--- src/rtl/counter_pkg.sv ---
// rtl/counter_pkg.sv - shared constants and sizing helper for the counter family
package counter_pkg;

  // Direction encoding on up_dn
  localparam logic CNT_UP = 1'b1;
  localparam logic CNT_DN = 1'b0;

  // Bound behaviour selected by the SATURATE parameter
  localparam int MODE_WRAP = 0;
  localparam int MODE_SAT  = 1;

  // Bits needed to hold 0..value-1; never less than one bit
  function automatic int clog2(input longint value);
    longint v;
    int     r;
    v = value - 1;
    r = 0;
    for (int i = 0; i < 64; i++) begin
      if (v > 0) begin
        r = r + 1;
        v = v >> 1;
      end
    end
    return (r < 1) ? 1 : r;
  endfunction

endpackage

--- src/rtl/cnt_next_val.sv ---
// rtl/cnt_next_val.sv - combinational next count and flag decode
module cnt_next_val
  import counter_pkg::*;
#(
  parameter int     WIDTH    = 4,
  parameter longint MODULUS  = 16,
  parameter int     SATURATE = MODE_WRAP
) (
  input  logic [WIDTH-1:0] q,
  input  logic             sat,
  input  logic             en,
  input  logic             up_dn,
  input  logic             clr,
  input  logic             load,
  input  logic [WIDTH-1:0] load_val,
  output logic [WIDTH-1:0] q_nxt,
  output logic             wrap_nxt,
  output logic             sat_nxt
);

  // Explicit upper bound; all-ones when MODULUS fills the width
  localparam logic [WIDTH-1:0] MAX_VAL = WIDTH'(MODULUS - 1);
  localparam logic [WIDTH-1:0] ONE     = WIDTH'(1);

  // Priority clr > load > en; wrap is a pulse, sat a held level
  always_comb begin
    q_nxt    = q;
    wrap_nxt = 1'b0;
    sat_nxt  = sat;
    if (clr) begin
      q_nxt   = '0;
      sat_nxt = 1'b0;
    end else if (load) begin
      q_nxt   = (load_val > MAX_VAL) ? MAX_VAL : load_val;
      sat_nxt = 1'b0;
    end else if (en) begin
      if (up_dn == CNT_UP) begin
        if (q >= MAX_VAL) begin
          if (SATURATE == MODE_SAT) begin
            sat_nxt = 1'b1;
          end else begin
            q_nxt    = '0;
            wrap_nxt = 1'b1;
          end
        end else begin
          q_nxt   = q + ONE;
          sat_nxt = 1'b0;
        end
      end else begin
        if (q == '0) begin
          if (SATURATE == MODE_SAT) begin
            sat_nxt = 1'b1;
          end else begin
            q_nxt    = MAX_VAL;
            wrap_nxt = 1'b1;
          end
        end else begin
          q_nxt   = q - ONE;
          sat_nxt = 1'b0;
        end
      end
    end
  end

endmodule

--- src/rtl/sync_mod_counter.sv ---
// rtl/sync_mod_counter.sv - synchronous modulus up/down counter with cascade outputs
module sync_mod_counter
  import counter_pkg::*;
#(
  parameter int     WIDTH     = 4,
  parameter longint MODULUS   = 16,
  parameter int     SATURATE  = MODE_WRAP,
  parameter longint RESET_VAL = 0
) (
  input  logic             clk,
  input  logic             rst,
  input  logic             en,
  input  logic             up_dn,
  input  logic             clr,
  input  logic             load,
  input  logic [WIDTH-1:0] load_val,
  output logic [WIDTH-1:0] q,
  output logic             tc,
  output logic             wrap,
  output logic             sat
);

  localparam logic [WIDTH-1:0] MAX_VAL = WIDTH'(MODULUS - 1);
  localparam logic [WIDTH-1:0] RST_Q   = WIDTH'(RESET_VAL);

  if (WIDTH < 1 || WIDTH > 32) begin : g_bad_width
    $error("sync_mod_counter: WIDTH must be 1..32");
  end
  if (MODULUS < 2 || MODULUS > (longint'(1) << WIDTH)) begin : g_bad_modulus
    $error("sync_mod_counter: MODULUS must be 2..2**WIDTH");
  end
  if (RESET_VAL < 0 || RESET_VAL >= MODULUS) begin : g_bad_reset_val
    $error("sync_mod_counter: RESET_VAL must be below MODULUS");
  end

  logic [WIDTH-1:0] q_nxt;
  logic             wrap_nxt;
  logic             sat_nxt;

  cnt_next_val #(
    .WIDTH    (WIDTH),
    .MODULUS  (MODULUS),
    .SATURATE (SATURATE)
  ) u_next (
    .q        (q),
    .sat      (sat),
    .en       (en),
    .up_dn    (up_dn),
    .clr      (clr),
    .load     (load),
    .load_val (load_val),
    .q_nxt    (q_nxt),
    .wrap_nxt (wrap_nxt),
    .sat_nxt  (sat_nxt)
  );

  // State registers; reset aborts any operation immediately
  always_ff @(posedge clk or posedge rst) begin
    if (rst) begin
      q    <= RST_Q;
      wrap <= 1'b0;
      sat  <= 1'b0;
    end else begin
      q    <= q_nxt;
      wrap <= wrap_nxt;
      sat  <= sat_nxt;
    end
  end

  // Same-cycle look-ahead used as carry-in of the next stage
  always_comb begin
    tc = en & ((up_dn == CNT_UP) ? (q == MAX_VAL) : (q == '0));
  end

endmodule

--- config.mk ---
export PLATFORM = sky130hd
export DESIGN_NAME = sync_mod_counter
export DESIGN_NICKNAME = d
export VERILOG_FILES = /design/src/rtl/counter_pkg.sv /design/src/rtl/cnt_next_val.sv /design/src/rtl/sync_mod_counter.sv
export SDC_FILE = /design/constraint.sdc
export NUM_CORES = 1
export LEC_CHECK = 0
export BUFFER_PORTS_ARGS = -buffer_cell sky130_fd_sc_hd__buf_2
export CORE_AREA = 2 2 39 41
export DETAILED_ROUTE_END_ITERATION = 8
export DIE_AREA = 0 0 41 43
export SETUP_SLACK_MARGIN = 0.02
export SYNTH_ARGS = -nofsm -noshare
export SYNTH_HDL_FRONTEND = slang
export SYNTH_SLANG_ARGS = --single-unit
--- constraint.sdc ---
create_clock -name clk -period 3.1 [get_ports clk]
set_clock_uncertainty 0.15 [all_clocks]
set_input_delay 0.155 -clock clk [delete_from_list [all_inputs] [get_ports clk]]
set_output_delay 0.155 -clock clk [all_outputs]
set_load 0.01 [all_outputs]
# Word-level counts from Yosys, hierarchy flattened
# Cells that the tools add are included.
# totals
in_bits	10
elab_cells	34
ff_bits	6
output_inout_bits	7
# classes
n_eq_ne	3
order_cmp	2
add_sub_neg	2
reduce_logical	3
mux	20
bitwise	1
# ops
operator	n
4-bit 2-to-1 mux	7
1-bit 2-to-1 mux	13
4-bit inequality test (second input constant)	2
4-bit by 1-bit adder with 4-bit output (second input constant)	1
4-bit equality test (second input constant)	1
4-bit greater-or-equal comparator (second input constant)	1
4-bit > comparator (second input constant)	1
4-bit logical NOT	1
4-bit by 1-bit subtractor with 4-bit output (second input constant)	1
3-bit AND reduction	1
3-bit nonzero test	1
1-bit bitwise AND	1

# Longest topological paths before layout
# logic_depth
ltp_word	6
ltp_mapped	6
depth_no_buf	6

# Hierarchy
# Synthesis repeated with hierarchy kept, for this count alone.
# unflattened
cells_unflattened	55
hier_area_um2	474.2
# modules_own_cells
module	seq_area_each_um2	instances	area_per_inst_um2	cells_per_inst
cnt_next_val	0.0	1	290.3	43
sync_mod_counter	150.1	1	183.9	12

# Least setup slack after synthesis
# OpenSTA, ideal clock, no wires.
# synth_path
path_type	register -> register
start	register q[0]
end	register wrap
path_stages_with_launch	7
setup_time_ps	80
path_buffers	0
setup_slack_ps	1384
period_less_slack_ps	1716
required_time_ps	2870
t_arrival_ps	1485
path_cell_list	dfrtp_1 inv_1 ha_1 nand2b_4 or3_1 a21oi_2 nor3b_2
# synth_via
elab_chain_cells	6
elab_cells_between_ends	8
classes_between	order compare (1); mux (6); reduce/logical (1)
# synth_rtl
element	line	rtl
from (decl)	sync_mod_counter.sv:17	output logic [WIDTH-1:0] q,
from (signal assigned)	sync_mod_counter.sv:64	q <= q_nxt;
4-bit greater-or-equal comparator / 4-bit logical NOT (equally long branches)	cnt_next_val.sv:38, cnt_next_val.sv:50	
1-bit 2-to-1 mux, on equally long branches	cnt_next_val.sv:38, cnt_next_val.sv:50	
1-bit 2-to-1 mux (*)	cnt_next_val.sv:37	if (up_dn == CNT_UP) begin
1-bit 2-to-1 mux (*)	cnt_next_val.sv:36	end else if (en) begin
1-bit 2-to-1 mux (*)	cnt_next_val.sv:33	end else if (load) begin
1-bit 2-to-1 mux (*)	cnt_next_val.sv:30	if (clr) begin
net u_next.wrap_nxt	cnt_next_val.sv:17	output logic wrap_nxt,
to (signal assigned)	sync_mod_counter.sv:65	wrap <= wrap_nxt;
to (decl)	sync_mod_counter.sv:19	output logic wrap,
# The timed path passes the listed nets; every way through them passes the cells marked *.
# A chain may end at the register's enable or synchronous reset.

# Worst setup path after layout
# layout_path
start	register q[0]
end	output port tc
# layout_via
elab_chain_cells	3
elab_cells_between_ends	4
classes_between	eq/ne (1); mux (1); bitwise (1); reduce/logical (1)
# layout_rtl
element	line	rtl
4-bit equality test / 4-bit logical NOT (equally long branches)	sync_mod_counter.sv:72	tc = en & ((up_dn == CNT_UP) ? (q == MAX_VAL) : (q == '0));
1-bit 2-to-1 mux (*)	sync_mod_counter.sv:72	
1-bit bitwise AND (*)	sync_mod_counter.sv:72	
to (decl)	sync_mod_counter.sv:18	output logic tc,
# Every way passes the cells marked *; elsewhere a longest branch is shown, timed or not.

==> results.cfg <==
[run_status]
status = completed

[yosys]
synthesis.nets = 69
synth.cell_area_um2 = 478.0
synth.ff_latch_count = 5
synth_cells = 56
synth_cell_types = 31
synth.avg_cell_area_um2 = 8.535
yosysWarnings = 0
synth.yosys.seq_area_share_pct = 26.18

[die]
dieWidth_um = 41
die_h_um = 43
rows = 14
die_area_mm2 = 0.001763
fp.coreArea_mm2 = 0.001384
start_util_pct = 34.54
ios = 17

[clock_network]
cts_tree = yes
clock_latency_ns = 0.24
root_buffer = clkbuf_4
clkSinkCount = 5
clockBufferDepth = 2
cts_buffers = 3
path_clk_slew_ns = 0.04
h-tree-depth = 1

[sta]
slew_viol_final = 0
finalHoldViolations = 0
clock.fmax_ghz = 0.5043
totalNegativeSetupSlack_ns = 0
finalCritPeriodShare_pct = 63.96
finalSetupViolCount = 0
period_minus_slack_ns = 1.983
rsz0062_at_grt = no

[global_routing]
grt_pass1_vias = 392
grt_pass1_wl_mm = 1.559
overflow = 0
grt_use_total_pct = 13.65
grt_max_degree = 12
antenna_found_initial = 0

[routing]
vias = 438
drtAntennaViolNets = 0
viasPerCell = 4.921
dr.pass1.iters = 3
drtIter0Drc = 10
routedWlPerCell_um = 11.66
detail_route.drc_violations = 0
wl_mm = 1.038

[critical_path]
cp-end-kind = primary output
path_delay_family = flip-flops
cp.required_ns = 2.79
path_class = flop to primary output
cp.arrival_ns = 1.68
crit_chain = inv_1 -> ha_1 -> nand2b_4 -> or3_1 -> a21oi_2 -> buf_2
start_kind = flop
cp_slowest_stage_delay_ns = 0.44
critPathBufInv = 2
crit_path_max_fanout = 6
cp_slowest_cell = dfrtp_1

[final_layout]
layout_commonest_cell = buf_2
final_cell_mix = buf_2 (15), inv_1 (6), nor2_1 (6), dfrtp_1 (5), a21oi_1 (4)
drive_above_1_share_pct = 34.25
syn2layout_area_growth_pct = 22.51
diodes = 0
final_core_util_pct = 42.31
final_nets = 87

[power]
p_leak_nw = 0.2905
fin_total_pwr_w = 0.0002193
peakVddDrop_mv = 0.1507
p_per_area_mw_per_mm2 = 374.4

[flow_run]
maxCapViolCount = 0

[placed_design]
dp_hpwl_um = 800.6
port_buffers = 15
place.gp.congestion = 0.7030

[hold_path]
hold_class = primary input to flop
-- per-stage QoR --
step | hold slack, ns | instance area (um^2) | setup WS [ns] | cells
detailed placement | -0.07791 | 539.3 | 1.368 | 83
CTS | 0.002744 | 575.6 | 1.099 | 88
finish | 0.01494 | 585.6 | 1.117 | 89
global placement | -0.08920 | 539.3 | 1.391 | 83
floorplan | -0.2165 | 478.0 | 1.384 | 56
global route | 0.02216 | 585.6 | 0.9980 | 89
-- where the power goes --
group / switching, W / leakage (nW) / internal (W) / total (W)
Clock: 0.0000276 / 0.0150 / 0.0000487 / 0.0000763
Combinational: 0.0000324 / 0.209 / 0.0000317 / 0.0000641
Sequential: 0.00000917 / 0.0662 / 0.0000697 / 0.0000789
-- worst paths after layout --
check / start / cells after the start / endpoint / slack [ns]
max in group asynchronous: rst / 3 / q[1] / 2.40
worst min-delay path: load_val[0] / 3 / q[0] / 0.01
min in group asynchronous: rst / 3 / wrap / 0.22
worst max-delay path: q[0] / 6 / tc / 1.12
worst min register to register: q[3] / 2 / q[3] / 0.62
worst max register to register: q[0] / 6 / q[3] / 1.36
-- cell usage after synthesis --
cell	n	area (um^2)
mux2i_1	2	20.02
nor2_1	6	22.52
nor3b_2	1	12.51
buf_6	2	22.52
inv_1	6	22.52
a21oi_2	1	8.760
and2b_1	1	7.510
a31oi_1	1	6.260
inv_2	1	3.750
nand2_1	2	7.510
conb_1	1	3.750
nor2b_1	1	6.260
nor4b_1	1	8.760
nor3_1	2	10.01
o21ai_1	1	5.000
o21ba_2	1	10.01
xnor2_1	2	17.52
a221oi_2	1	15.01
buf_4	1	7.510
or3_1	1	6.260
a21o_1	1	7.510
a211oi_1	1	7.510
ha_1	3	37.54
o21ai_0	2	10.01
dfrtp_1	5	125.1
a2111oi_2	1	15.01
a21oi_1	4	20.02
nand2b_4	1	13.76
o211ai_1	1	7.510
clkbuf_1	1	3.750
nand4_1	1	6.260
-- area by class of cell --
class | count | area, um^2
Inverter | 7 | 26.28
Clock buffer | 4 | 26.28
Tap cell | 16 | 20.02
Fill cell | 145 | 798.3
Multi-Input combinational cell | 40 | 292.8
Timing Repair Buffer | 17 | 95.09
Sequential cell | 5 | 125.1
-- worst min-delay path: cells and delay by family --
| family | cells | cell delay [ns] |
|---|---|---|
| AO/OA/AOI/OAI | 1 | 0.05 |
| buffers and inverters | 1 | 0.07 |
| AND/OR/NAND/NOR | 1 | 0.08 |
-- timing repair --
item	4_1_cts	5_1_grt
endpoints found under the hold margin	5	1
setup buffers	0	0
hold buffers	1	1
gates resized for setup	0	0
-- per-layer routing --
layer	vias up	share of wire [%]	track usage, %
li1	227	-	-
met1	198	42	14.15
met2	11	52	22.19
met3	2	3.8	4.712
met4	0	1.4	8.000
met5	-	0	0
-- cells by family after synthesis --
logic type | synth area share [%]
AOI/OAI and AO/OA | 23.56
xor gates and xnor gates | 3.666
adders and majority gates | 7.854
buffers and inverters | 12.56
DFF | 26.18
muxes | 4.189
other | 0.7846
and+or+nand+nor | 21.21
-- state kept, by name, summed over array words and instances (netlist names) --
| name | count |
|---|---|
| wrap | 1 |
| q | 4 |
(Power assumes the default switching activity.)
